<file path="config.mk">
export PLATFORM = sky130hd
export DESIGN_NAME = uart_tx_arbiter
export DESIGN_NICKNAME = d
export VERILOG_FILES = /design/src/rtl/uart_tx_arbiter.sv
export SDC_FILE = /design/constraint.sdc
export NUM_CORES = 1
export LEC_CHECK = 0
export CAP_MARGIN = 20
export CORE_AREA = 8 8 70 72
export CTS_CLUSTER_SIZE = 10
export DETAILED_ROUTE_END_ITERATION = 7
export DIE_AREA = 0 0 78 80
export GPL_ROUTABILITY_DRIVEN = 0
export HOLD_SLACK_MARGIN = 0.05
export PLACE_DENSITY_LB_ADDON = 0.2
export SLEW_MARGIN = 20
export SYNTH_ARGS = -nofsm -noshare
export SYNTH_HDL_FRONTEND = slang
export SYNTH_SLANG_ARGS = --single-unit
</file>
<file path="constraint.sdc">
create_clock -name i_divided_clk -period 1.7 [get_ports i_divided_clk]
set_input_delay 0.34 -clock i_divided_clk [delete_from_list [all_inputs] [get_ports i_divided_clk]]
set_output_delay 0.34 -clock i_divided_clk [all_outputs]
set_load 0.01 [all_outputs]
</file>
<file path="src/rtl/uart_tx_arbiter.sv">
// rtl/uart_tx_arbiter.sv - round-robin arbiter sharing one uart_tx between byte producers
// Optional packet lock keeps ownership until the owner's last byte or an idle timeout.
module uart_tx_arbiter #(
    parameter int NUM_REQ      = 2,
    parameter int DATA         = 8,
    parameter int LOCK_TIMEOUT = 1024
) (
    input  logic                    i_divided_clk,
    input  logic                    i_rst,
    input  logic                    i_en,
    input  logic [NUM_REQ-1:0]      i_req_valid,
    input  logic [NUM_REQ*DATA-1:0] i_req_data,
    input  logic [NUM_REQ-1:0]      i_req_last,
    output logic [NUM_REQ-1:0]      o_req_ack,
    output logic [DATA-1:0]         o_tx_data,
    output logic                    o_tx_ready,
    input  logic                    i_tx_next,
    output logic [NUM_REQ-1:0]      o_grant,
    output logic                    o_locked
);

    localparam int PTR_W   = $clog2(NUM_REQ);
    localparam int CNT_W   = (LOCK_TIMEOUT > 0) ? $clog2(LOCK_TIMEOUT + 1) : 1;
    localparam int CNT_LIM = (LOCK_TIMEOUT > 0) ? LOCK_TIMEOUT - 1 : 0;

    typedef enum logic [1:0] {S_ARB, S_LOAD, S_WAIT} state_t;

    state_t             state;
    state_t             state_nxt;
    logic [PTR_W-1:0]   rr_ptr;
    logic [PTR_W-1:0]   owner;
    logic [PTR_W-1:0]   scan_idx;
    logic [PTR_W-1:0]   pick_idx;
    logic [PTR_W:0]     scan_sum;
    logic               scan_found;
    logic               owner_valid;
    logic               pick_go;
    logic               lock_idle;
    logic               timeout_hit;
    logic [NUM_REQ-1:0] pick_oh;
    logic [CNT_W-1:0]   idle_cnt;

    // Scan from rr_ptr upward with an explicit wrap so any NUM_REQ works.
    always_comb begin
        scan_found = 1'b0;
        scan_idx   = '0;
        scan_sum   = '0;
        for (int i = 0; i < NUM_REQ; i++) begin
            scan_sum = {1'b0, rr_ptr} + (PTR_W+1)'(i);
            if (scan_sum >= (PTR_W+1)'(NUM_REQ))
                scan_sum = scan_sum - (PTR_W+1)'(NUM_REQ);
            if (!scan_found && i_req_valid[scan_sum[PTR_W-1:0]]) begin
                scan_found = 1'b1;
                scan_idx   = scan_sum[PTR_W-1:0];
            end
        end
    end

    always_comb begin
        owner_valid = i_req_valid[owner];
        pick_idx    = o_locked ? owner : scan_idx;
        pick_go     = (state == S_ARB) && i_tx_next && (o_locked ? owner_valid : scan_found);
        lock_idle   = (state == S_ARB) && i_tx_next && o_locked && !owner_valid
                      && (LOCK_TIMEOUT != 0);
        timeout_hit = lock_idle && (idle_cnt == CNT_W'(CNT_LIM));
        pick_oh     = {{(NUM_REQ-1){1'b0}}, 1'b1} << pick_idx;
    end

    always_ff @(posedge i_divided_clk or posedge i_rst) begin
        if (i_rst)
            state <= S_ARB;
        else if (i_en)
            state <= state_nxt;
    end

    always_comb begin
        state_nxt = state;
        case (state)
            S_ARB:   if (pick_go)    state_nxt = S_LOAD;
            S_LOAD:  if (!i_tx_next) state_nxt = S_WAIT;
            S_WAIT:  if (i_tx_next)  state_nxt = S_ARB;
            default:                 state_nxt = S_ARB;
        endcase
    end

    always_ff @(posedge i_divided_clk or posedge i_rst) begin
        if (i_rst) begin
            o_req_ack  <= '0;
            o_tx_data  <= '0;
            o_tx_ready <= 1'b0;
            o_grant    <= '0;
            o_locked   <= 1'b0;
            rr_ptr     <= '0;
            owner      <= '0;
            idle_cnt   <= '0;
        end else if (i_en) begin
            o_req_ack <= '0;
            // A pick beats an expiring timeout when the owner returns on that edge.
            if (pick_go) begin
                o_tx_data  <= i_req_data[pick_idx*DATA +: DATA];
                o_tx_ready <= 1'b1;
                o_grant    <= pick_oh;
                o_req_ack  <= pick_oh;
                o_locked   <= !i_req_last[pick_idx];
                owner      <= pick_idx;
                rr_ptr     <= (pick_idx == PTR_W'(NUM_REQ - 1)) ? '0 : pick_idx + 1'b1;
                idle_cnt   <= '0;
            end else if (timeout_hit) begin
                o_locked <= 1'b0;
                o_grant  <= '0;
                idle_cnt <= '0;
            end else if (lock_idle) begin
                idle_cnt <= idle_cnt + 1'b1;
            end
            if (state == S_LOAD && !i_tx_next)
                o_tx_ready <= 1'b0;
            if (state == S_WAIT && i_tx_next && !o_locked)
                o_grant <= '0;
        end
    end

endmodule

</file>
==> impl_metrics.json, run 1 <==
{
  "overflow": 0,
  "critical_path_class": "reg2reg",
  "cts.sinks": 29,
  "antenna_found_initial": 0,
  "yosys_register_bits": 29,
  "ys_async_sr_fraction_pct": 100,
  "cts_buffer_depth": 2,
  "synth.area.top_cells": "dfrtp_1 (50%), mux2i_1 (6.2%), o21ai_0 (4.5%)",
  "multi_input_area_um2": 774,
  "crit_chain": "ha_2 > nand4_1 > or4b_4 > o21ai_4 > buf_4 > nor2_1",
  "drive_gt1_share_pct": 30.1,
  "synthFlopType": "dfrtp_1",
  "muxShareOfSynthArea_pct": 7.73,
  "wire_per_inst_um": 14.5,
  "viasPerCell": 5.06,
  "holdWs_ps": 439,
  "final_core_util_pct": 60.6,
  "met2_usage_pct": 22.8,
  "firstDrtPassIters": 4,
  "synth-edff-count": 0,
  "min_period_over_period_pct": 99.7,
  "seqPwrFrac_pct": 35.1,
  "clk_pin_slew_ps": 60,
  "top_usage_layer": "met2",
  "dieWidth_um": 78,
  "ctsHoldBuffers": 0,
  "worst-path-buf-inv": 1,
  "power_density_nw_per_um2": 1260,
  "fillers": 342,
  "crit_path_max_incr_delay_ps": 520,
  "diodes": 0,
  "rows": 23,
  "startpoint": "idle_cnt[0]",
  "coreArea_um2": 3860,
  "synth_compound_area_share_pct": 14.9,
  "grt_max_degree": 30,
  "syn_area_per_cell_um2": 10.2,
  "synth_top_family_by_area": "simple AND/OR/NAND/NOR gates",
  "die_h_um": 80,
  "path_delay_family": "simple AND/OR/NAND/NOR gates",
  "yosys.area_share.simple_pct": 20.7,
  "hpwl_um": 2990,
  "drtAntennaViolNets": 0,
  "grt_setup_unrepaired": "yes",
  "nets": 244,
  "hold_viol": 0,
  "cp_max_fo": 5,
  "worstPathRequired_ps": 1870,
  "slew_headroom_pct": 74.7,
  "layout_min_cycle_time_ps": 1690,
  "tns_ps": 0,
  "synth_cell_type_count": 38,
  "syn_inst": 143,
  "synth_nets": 168,
  "drt_iter0_drc": 31,
  "finClkSkew_ps": 4.09,
  "wl_um": 3890,
  "p_total_mw": 2.94,
  "clk_latency_ps": 280,
  "met1_usage_pct": 13.5,
  "combinationalPowerShare_pct": 45.6,
  "p_clk_share_pct": 19.3,
  "slew_violations": 0,
  "finalSetupViolCount": 0,
  "tritoncts": "done",
  "synth_area_leader_cell": "dfrtp_1",
  "yosys_warnings": 0,
  "dr_total_vias": 1360,
  "arrival_ps": 1860,
  "initial_core_util_pct": 37.8,
  "p_sw_share_pct": 32.2,
  "hp-class": "in2async",
  "netlist_area_um2": 1460,
  "final_cell_mix": "buf_4 (33), clkdlybuf4s50_1 (32), dfrtp_1 (29)",
  "peakVddDrop_v": 0.000759,
  "outcome": "completed",
  "grt_pass1_wl_um": 6460,
  "die_area_um2": 6240,
  "synth-adder-area-share_pct": 0.859,
  "power.internal_mw": 2.00,
  "placed_area_um2": 2140,
  "io_buffers": 37,
  "worstMarginPinSlew_ps": 379,
  "clockRootBuffer": "clkbuf_8",
  "ios": 38,
  "cts_buffers": 5,
  "grt_pass1_vias": 1425,
  "areaGrowthSynthToFinish_pct": 60.5,
  "end_kind": "flip-flop",
  "synth_seq_area_share_pct": 49.8,
  "final_common_cell": "buf_4",
  "cpMaxStageDelayCell": "or4b_4",
  "gr-usage-all-layers_pct": 12.9,
  "design_area_um2": 2340,
  "start_kind": "flip-flop",
  "drv_cap": 0,
  "seq_area_um2": 726,
  "synth-xor-area-share_pct": 3.01,
  "fmax_ghz": 0.590,
  "leakagePower_nw": 1.03,
  "post-route-drc-count": 0,
  "grt_use_met3_pct": 6.31,
  "htreeDepth": 2,
  "switchingPower_uw": 946,
  "netlist.area_leader.share_pct": 49.8,
  "r2r-start": "idle_cnt[0]"
}
## final timing paths
path	end	slack, ps	cells after the start
max	idle_cnt[5]	6	6
max reg2reg	idle_cnt[5]	6	6
max in group asynchronous	o_tx_data[4]	980	3
min	o_tx_data[0]	440	3
min in group i_divided_clk	o_tx_data[2]	480	2
min reg2reg	o_tx_data[2]	480	2
## cell usage after synthesis (2+ instances only)
library cell and instances:
nor2b_1 2, nand3_1 6, nor2_1 9, xor2_1 2, a21oi_2 2, a21oi_1 4, or3_1 3, mux2_2 2
mux2i_1 9, o21ai_0 13, inv_1 7, nor3_1 2, nand4_1 3, xnor2_1 3, o21ai_1 2, o22ai_1 3
nand2_1 17, buf_2 2, nor4b_1 3, nor4_1 2, dfrtp_1 29, clkbuf_1 2
## routing by layer
metal | vias to the layer above | routed length [um]
met5 | - | 0
met4 | 0 | 20
met1 | 659 | 1590
li1 | 667 | -
met2 | 32 | 2020
met3 | 2 | 265
## power by group through the flow
| stage | Combinational [mW] | Sequential [mW] | Clock, mW |
|---|---|---|---|
| 4_1_cts | 1.29 | 1.03 | 0.586 |
| 3_5_place_dp | 1.27 | 1.04 | 0 |
| 5_1_grt | 1.48 | 1.05 | 0.615 |
| 6_report | 1.34 | 1.03 | 0.569 |
| 3_3_place_gp | 1.25 | 1.03 | 0 |
| 2_1_floorplan | 0.480 | 1.12 | 0 |
## area by class of cell
cell class / count / share of cell area, %
timing repair buffer: 73 / 28.3
multi-input combinational: 103 / 33.1
inverter: 7 / 1.12
tap: 50 / 2.68
sequential: 29 / 31.0
clock buffer: 7 / 3.69
## through the flow
stage / instances / setup WS [ps]
after global placement: 258 / -380
after detailed placement: 258 / -418
final: 269 / 5.79
after CTS: 268 / -14.8
after global routing: 269 / -52.8
after floorplan: 143 / -11.1
## state kept, by name, indices dropped and copies added (netlist names), 2 cells and up
name	count
o_tx_data	8
idle_cnt	11
o_grant	2
state	2
o_req_ack	2
## cell families after synthesis
| family | Yosys count |
|---|---|
| AOI/OAI and AO/OA | 33 |
| xor gates and xnor gates | 5 |
| adders and majority gates | 1 |
| buffers and inverters | 11 |
| DFF | 29 |
| muxes | 11 |
| and+or+nand+nor | 53 |
## timing repair
action,4_1_cts,5_1_grt
pin swaps,6,6
endpoints found under the setup margin,20,22
gates resized for setup,6,18
setup buffers,3,1
## worst min-delay path: cells and delay by family
family                 cells  cell delay [ps]
buffers and inverters      3              780
No activity file was read; power rests on OpenSTA's default activity.
==> inputs of run 2 (changes only) <==
- CTS_CLUSTER_DIAMETER: not set -> 150
==> results of run 2 <==
Same layout as run 1: the final DEF is identical, and so are final timing and power.
==> variant 1 (flow settings as in run 1) <==
Encoding of `state_t`: now one-hot (3 bits for 3 states).
--- a/src/rtl/uart_tx_arbiter.sv
+++ b/src/rtl/uart_tx_arbiter.sv
@@ -23,7 +23,7 @@
     localparam int CNT_W   = (LOCK_TIMEOUT > 0) ? $clog2(LOCK_TIMEOUT + 1) : 1;
     localparam int CNT_LIM = (LOCK_TIMEOUT > 0) ? LOCK_TIMEOUT - 1 : 0;
 
-    typedef enum logic [1:0] {S_ARB, S_LOAD, S_WAIT} state_t;
+    typedef enum logic [2:0] {S_ARB = 3'b001, S_LOAD = 3'b010, S_WAIT = 3'b100} state_t;
 
     state_t             state;
     state_t             state_nxt;
Behaviour: no difference found for any inputs over 10 cycles, from zero or initial values and one cycle with i_rst high; not proved beyond that.
==> variant 1 against run 1 <==
- the flow now finishes with violations (setup timing)
- utilization up 4.8 points
- design area increased by 7.9%
- cell count grew 2.2%
- sequential power rose by 12%
- sequential share of layout area shrank 1.2 points
- routed wire length up 17%
- setup slack lost 0.010 ns
- fmax down 0.60%
- area after synthesis increased by 17%
- die area unchanged
- total power rose by 21%
- sequential cell count up 1
- first-iteration DRC count rose to 3.2 times the old value
- highest routed layer unchanged
==> variant 1: results (changes against run 1) <==
worst-margin pin slew=0.391 ns (+0.0125 ns); slowest cell on the critical path=dfrtp_2; GRT Total Usage=0.154 (+0.0254); vias per cell=5.33 (+5.5%); Final TNS setup=-0.0101 ns (-0.0101 ns); drt wl/cell=16.5 um (+14%); post-synthesis mux area share=0.122 (+0.0450); Post-DP HPWL=3.30 mm (+10%); Placed Area=2310 sq um (+8.3%); Worst Skew=0.00937 ns (+0.00527 ns); distinct cell type count after synthesis=53 (+39%); share of cells above drive strength 1=0.347 (+0.0453); Layout Nets=249 (+2.0%); vias in the first global route=1654 (+16%); register area share after synthesis=0.440 (-0.0580); pin count of the biggest net entering global routing=31 (+3.3%); Post-synth top cells=dfrtp_1, inv_1, mux2_2; delay-heaviest family, CP=multiplexers; static leakage=0.00110 uW (+6.0%); status=complete, but fails checks; HP Class=input pin to flop; # setup viols final=4 (+4); first-pass GRT wire length=7.67 mm (+19%); adder-cell share of the synthesized area=0.00733 (-0.00127); failing checks=setup timing; worst vdd ir=0.800 mV (+5.4%); # fillers=318 (-7.0%); CP peak stage delay=0.43 ns (-0.09 ns); Mapped Nets=180 (+7.1%); Synth Area in Compound Gates=0.192 (+0.0433); setup ws final=-0.00445 ns (-0.0102 ns); Crit path arrival time=1.88 ns (+0.02 ns); biggest regs=idle_cnt x11, o_tx_data x8, state x3; maximum fanout along the worst path=10 (+5); clock sinks=30 (+3.4%); top post-synthesis cells by area=dfrtp_1, mux2_2, mux2_4, inv_1, o21ai_0; Post-Synth XOR/XNOR Area=0 (-0.0301)
## variant 1: cell count changes after synthesis, sizes merged, moves of 3 or more
cell / change
mux2: +14
nand2: -9
mux2i: -8
buf: +6
o21ai: -6
a31oi: +5
nor2: -5
and4: +4
inv: +4
nand2b: +4
o2bb2ai: +4
xnor2: -3
## variant 1: cells by family (layout without fill, tap and decap cells)
group,count (synthesis),after routing
adder cells (fa/ha/maj),1,1
flip-flops,30,30
AND/OR/NAND/NOR,45,45
AO/OA/AOI/OAI,43,43
buffers and inverters,19,89
multiplexers,17,17
## variant 1: through the flow
step	hold slack (ns)	util	instances	setup slack, ns	total power, uW
floorplan	0.430	-	155	0.0117	2010
global placement	0.493	0.600	263	-0.305	2730
detailed placement	0.498	0.600	263	-0.356	2780
CTS	0.444	0.641	275	-0.00274	3520
global route	0.364	0.654	275	-0.0511	3760
finish	0.345	0.654	275	-0.00445	3550
## variant 1: final timing paths
check                                          from                       end  slack, ns  cells after the start
min in group asynchronous                     i_rst   idle_cnt[3]$_DFFE_PP0P_       0.43                      3
hold reg to reg            o_tx_data[7]$_DFFE_PP0P_  o_tx_data[7]$_DFFE_PP0P_       0.52                      1
setup / recovery               o_locked$_DFFE_PP0P_  o_tx_data[6]$_DFFE_PP0P_     -0.004                      6
setup reg to reg               o_locked$_DFFE_PP0P_  o_tx_data[6]$_DFFE_PP0P_     -0.004                      6
hold / removal                                 i_en  o_req_ack[0]$_DFFE_PP0P_       0.35                      2
max in group asynchronous                     i_rst      state[0]$_DFFE_PP1P_       0.95                      3
## variant 1: final cells by class
class | instances | area (sq um) | area share
clock inverters | 1 | 5.00 | 0.00199
flip-flops and latches | 30 | 753 | 0.299
inverters | 11 | 41.3 | 0.0164
repair buffers | 70 | 673 | 0.267
clock buffers | 7 | 86.3 | 0.0342
multi-input cells | 106 | 900 | 0.357
well taps | 50 | 62.6 | 0.0248
## variant 1: what timing repair did
action                                 4_1_cts  5_1_grt
endpoints found under the hold margin        0        0
gates resized for setup                      6       13
setup endpoints to repair                   19       24
pin swaps                                    1        2
setup buffers                                4        0
## variant 1: layer usage
| metal | vias to the layer above | share of wire | GRT usage |
|---|---|---|---|
| li1 | 711 | - | - |
| met1 | 699 | 0.40 | 0.153 |
| met2 | 47 | 0.52 | 0.282 |
| met3 | 10 | 0.059 | 0.0518 |
| met4 | 0 | 0.024 | 0.0778 |
| met5 | - | 0 | 0 |
## variant 1: report_power, final
group	switching, uW	internal (uW)	leakage, uW
combinational	720	1070	0.000668
clock	285	326	0.0000482
sequential	186	963	0.000381
total	1190	2360	0.00110
## variant 1: worst reg2reg max path, stage by stage, from the launching register on
cell and delay (ns):
dfrtp_2 0.43, buf_12 0.14, nand2b_4 0.14, o21ai_4 0.14, buf_12 0.15, mux2_2 0.33, mux2_2 0.26
==> variant 2 (flow settings as in run 1) <==
Made on the original files. The parameter `DATA` goes from 8 to 4.
--- a/src/rtl/uart_tx_arbiter.sv
+++ b/src/rtl/uart_tx_arbiter.sv
@@ -2,7 +2,7 @@
 // Optional packet lock keeps ownership until the owner's last byte or an idle timeout.
 module uart_tx_arbiter #(
     parameter int NUM_REQ      = 2,
-    parameter int DATA         = 8,
+    parameter int DATA         = 4,
     parameter int LOCK_TIMEOUT = 1024
 ) (
     input  logic                    i_divided_clk,
Interface: changed (resized i_req_data and o_tx_data); port bits go from 38 to 26. No check against the original RTL was run, so the function may have changed too.
==> variant 2 against run 1 <==
- the flow now finishes with violations (setup timing)
- sequential share of layout area is 1.5 points higher
- setup slack worse by 0.013 ns
- sequential power shrank 4%
- utilization decreased by 11 points
- design area decreased by 18%
- hold slack worse by 0.018 ns
- routed wire length fell by 9.8%
- fmax fell by 0.78%
- clock skew is 0.0013 ns lower
- via count shrank 5.2%
- sequential cell count fell by 4
- total power decreased by 16%
- count of clock-buffer cells in the layout down 3
- area after synthesis shrank 6.7%
- critical path type unchanged
- largest cell class unchanged
- largest power group unchanged
==> variant 2: results (changes against run 1) <==
maximum fanout along the worst path=7 (+2); top post-synthesis cells by area=dfrtp_1, a31oi_1, mux2i_1, o21ai_0, inv_1; antenna cells=0 (unchanged); post-synthesis mux area share=0.0534 (-0.0239); Slew HR=0.771 (+0.0241); Post-DP HPWL=2.63 mm (-12%); H-tree Lvls=1 (-1); r2r endpoint=idle_cnt[2]$_DFFE_PP0P_; first-iteration detailed-routing DRC count=57 (+84%); biggest regs=idle_cnt x11, o_tx_data x4; failing checks=setup timing; first-pass GRT wire length=5.97 mm (-7.6%); distinct cell type count after synthesis=40 (+5.3%); GRT Total Usage=0.114 (-0.0145); met1 WL=1.58 mm (-0.38%); met2 Use GR=0.190 (-0.0376); register area share after synthesis=0.460 (-0.0379); Final TNS setup=-0.0107 ns (-0.0107 ns); # setup viols final=2 (+2); setup ws final=-0.00750 ns (-0.0133 ns); slowest cell on the critical path=or4_4; adder-cell share of the synthesized area=0.00921 (+0.000617); worst vdd ir=0.688 mV (-9.3%); M1 GR Usage=0.136 (+0.00173); metal2 WL=1.69 mm (-16%); Worst Skew=0.00282 ns (-0.00128 ns); status=complete, but fails checks; worst skew pair latency=0.27 ns; clock slew at reported path FFs=0.08 ns (+0.02 ns); R2R depth=5 (-1); drt wl/cell=14.4 um (-0.60%); pin count of the biggest net entering global routing=26 (-13%); met3 usage=0.0372 (-0.0259); Synth Area in Compound Gates=0.215 (+0.0668); vias per cell=5.28 (+4.5%); met3 routed wirelength=208 um (-22%); Post-synth top cells=dfrtp_1, inv_1, nand2_1, nor2_1, o21ai_0; static leakage=0.000831 uW (-20%); Reg-to-Reg Start=idle_cnt[1]$_DFFE_PP0P_; Layout Nets=212 (-13%); Mapped Nets=163 (-3.0%); port bufs=25 (-32%); number of CTS-inserted buffers=3 (-2); Post-Synth XOR/XNOR Area=0 (-0.0301); share of cells above drive strength 1=0.242 (-0.0591)
-- variant 2: cell count changes after synthesis, moves of 4 or more --
| cell | run 1 | this run |
|---|---|---|
| mux2i_1 | 9 | 5 |
| dfrtp_1 | 29 | 25 |
| a31oi_1 | 0 | 9 |
| or2_2 | 0 | 4 |
| a21oi_1 | 4 | 8 |
| nand2_1 | 17 | 11 |
| nand2b_1 | 0 | 4 |
| inv_1 | 7 | 12 |
-- variant 2: worst max-delay path by stage --
stage                            start                      end  slack, ns
2_1_floorplan  idle_cnt[0]$_DFFE_PP0P_  idle_cnt[4]$_DFFE_PP0P_       0.03
3_3_place_gp                 i_tx_next   o_grant[0]$_DFFE_PP0P_      -0.21
3_5_place_dp                 i_tx_next   o_grant[1]$_DFFE_PP0P_      -0.32
4_1_cts                 i_req_valid[1]  idle_cnt[6]$_DFFE_PP0P_      0.001
5_1_grt        idle_cnt[1]$_DFFE_PP0P_   o_grant[0]$_DFFE_PP0P_      -0.11
6_report       idle_cnt[1]$_DFFE_PP0P_  idle_cnt[2]$_DFFE_PP0P_     -0.007
-- variant 2: timing repair --
| item | 4_1_cts | 5_1_grt |
|---|---|---|
| resized for setup | 3 | 10 |
| buffers inserted | 0 | 5 |
| gates cloned | 1 | 0 |
| pin swaps | 0 | 5 |
| setup endpoints to repair | 3 | 23 |
| endpoints found under the hold margin | 0 | 0 |
-- variant 2: critical path, delay by kind of cell (launching register included) --
kind / cells / cell delay, ns
AND/OR/NAND/NOR: 3 / 0.92
AO/OA/AOI/OAI: 1 / 0.12
adder cells (fa/ha/maj): 1 / 0.19
flip-flops: 1 / 0.36
-- variant 2: report_power, final --
part           internal, uW  switching, uW  total [uW]  leakage (uW)
sequential              801            186         988      0.000311
combinational           603            525        1130      0.000497
clock                   168            183         351     0.0000228
total                  1570            894        2470      0.000831
-- variant 2: cell type report --
class / count / area [sq um]
Fill cell: 376 / 1930
Sequential cell: 25 / 626
Timing Repair Buffer: 48 / 423
Tap cell: 50 / 62.6
Inverter: 12 / 45.0
Multi-Input combinational cell: 105 / 722
Clock buffer: 4 / 45.0
-- variant 2: logic make-up after synthesis --
group,Yosys count
buf+inv,17
mux,7
simple gates,51
flops,25
fa+ha+maj,1
compound gates,45
-- variant 2: per-stage QoR --
stage	cells	worst slack [ns]	hold slack (ns)	cell area, sq um
5_1_grt	244	-0.105	0.459	1920
2_1_floorplan	146	0.0251	0.367	1360
3_3_place_gp	234	-0.214	0.497	1780
3_5_place_dp	234	-0.323	0.509	1780
4_1_cts	239	0.00115	0.435	1840
6_report	244	-0.00750	0.421	1920
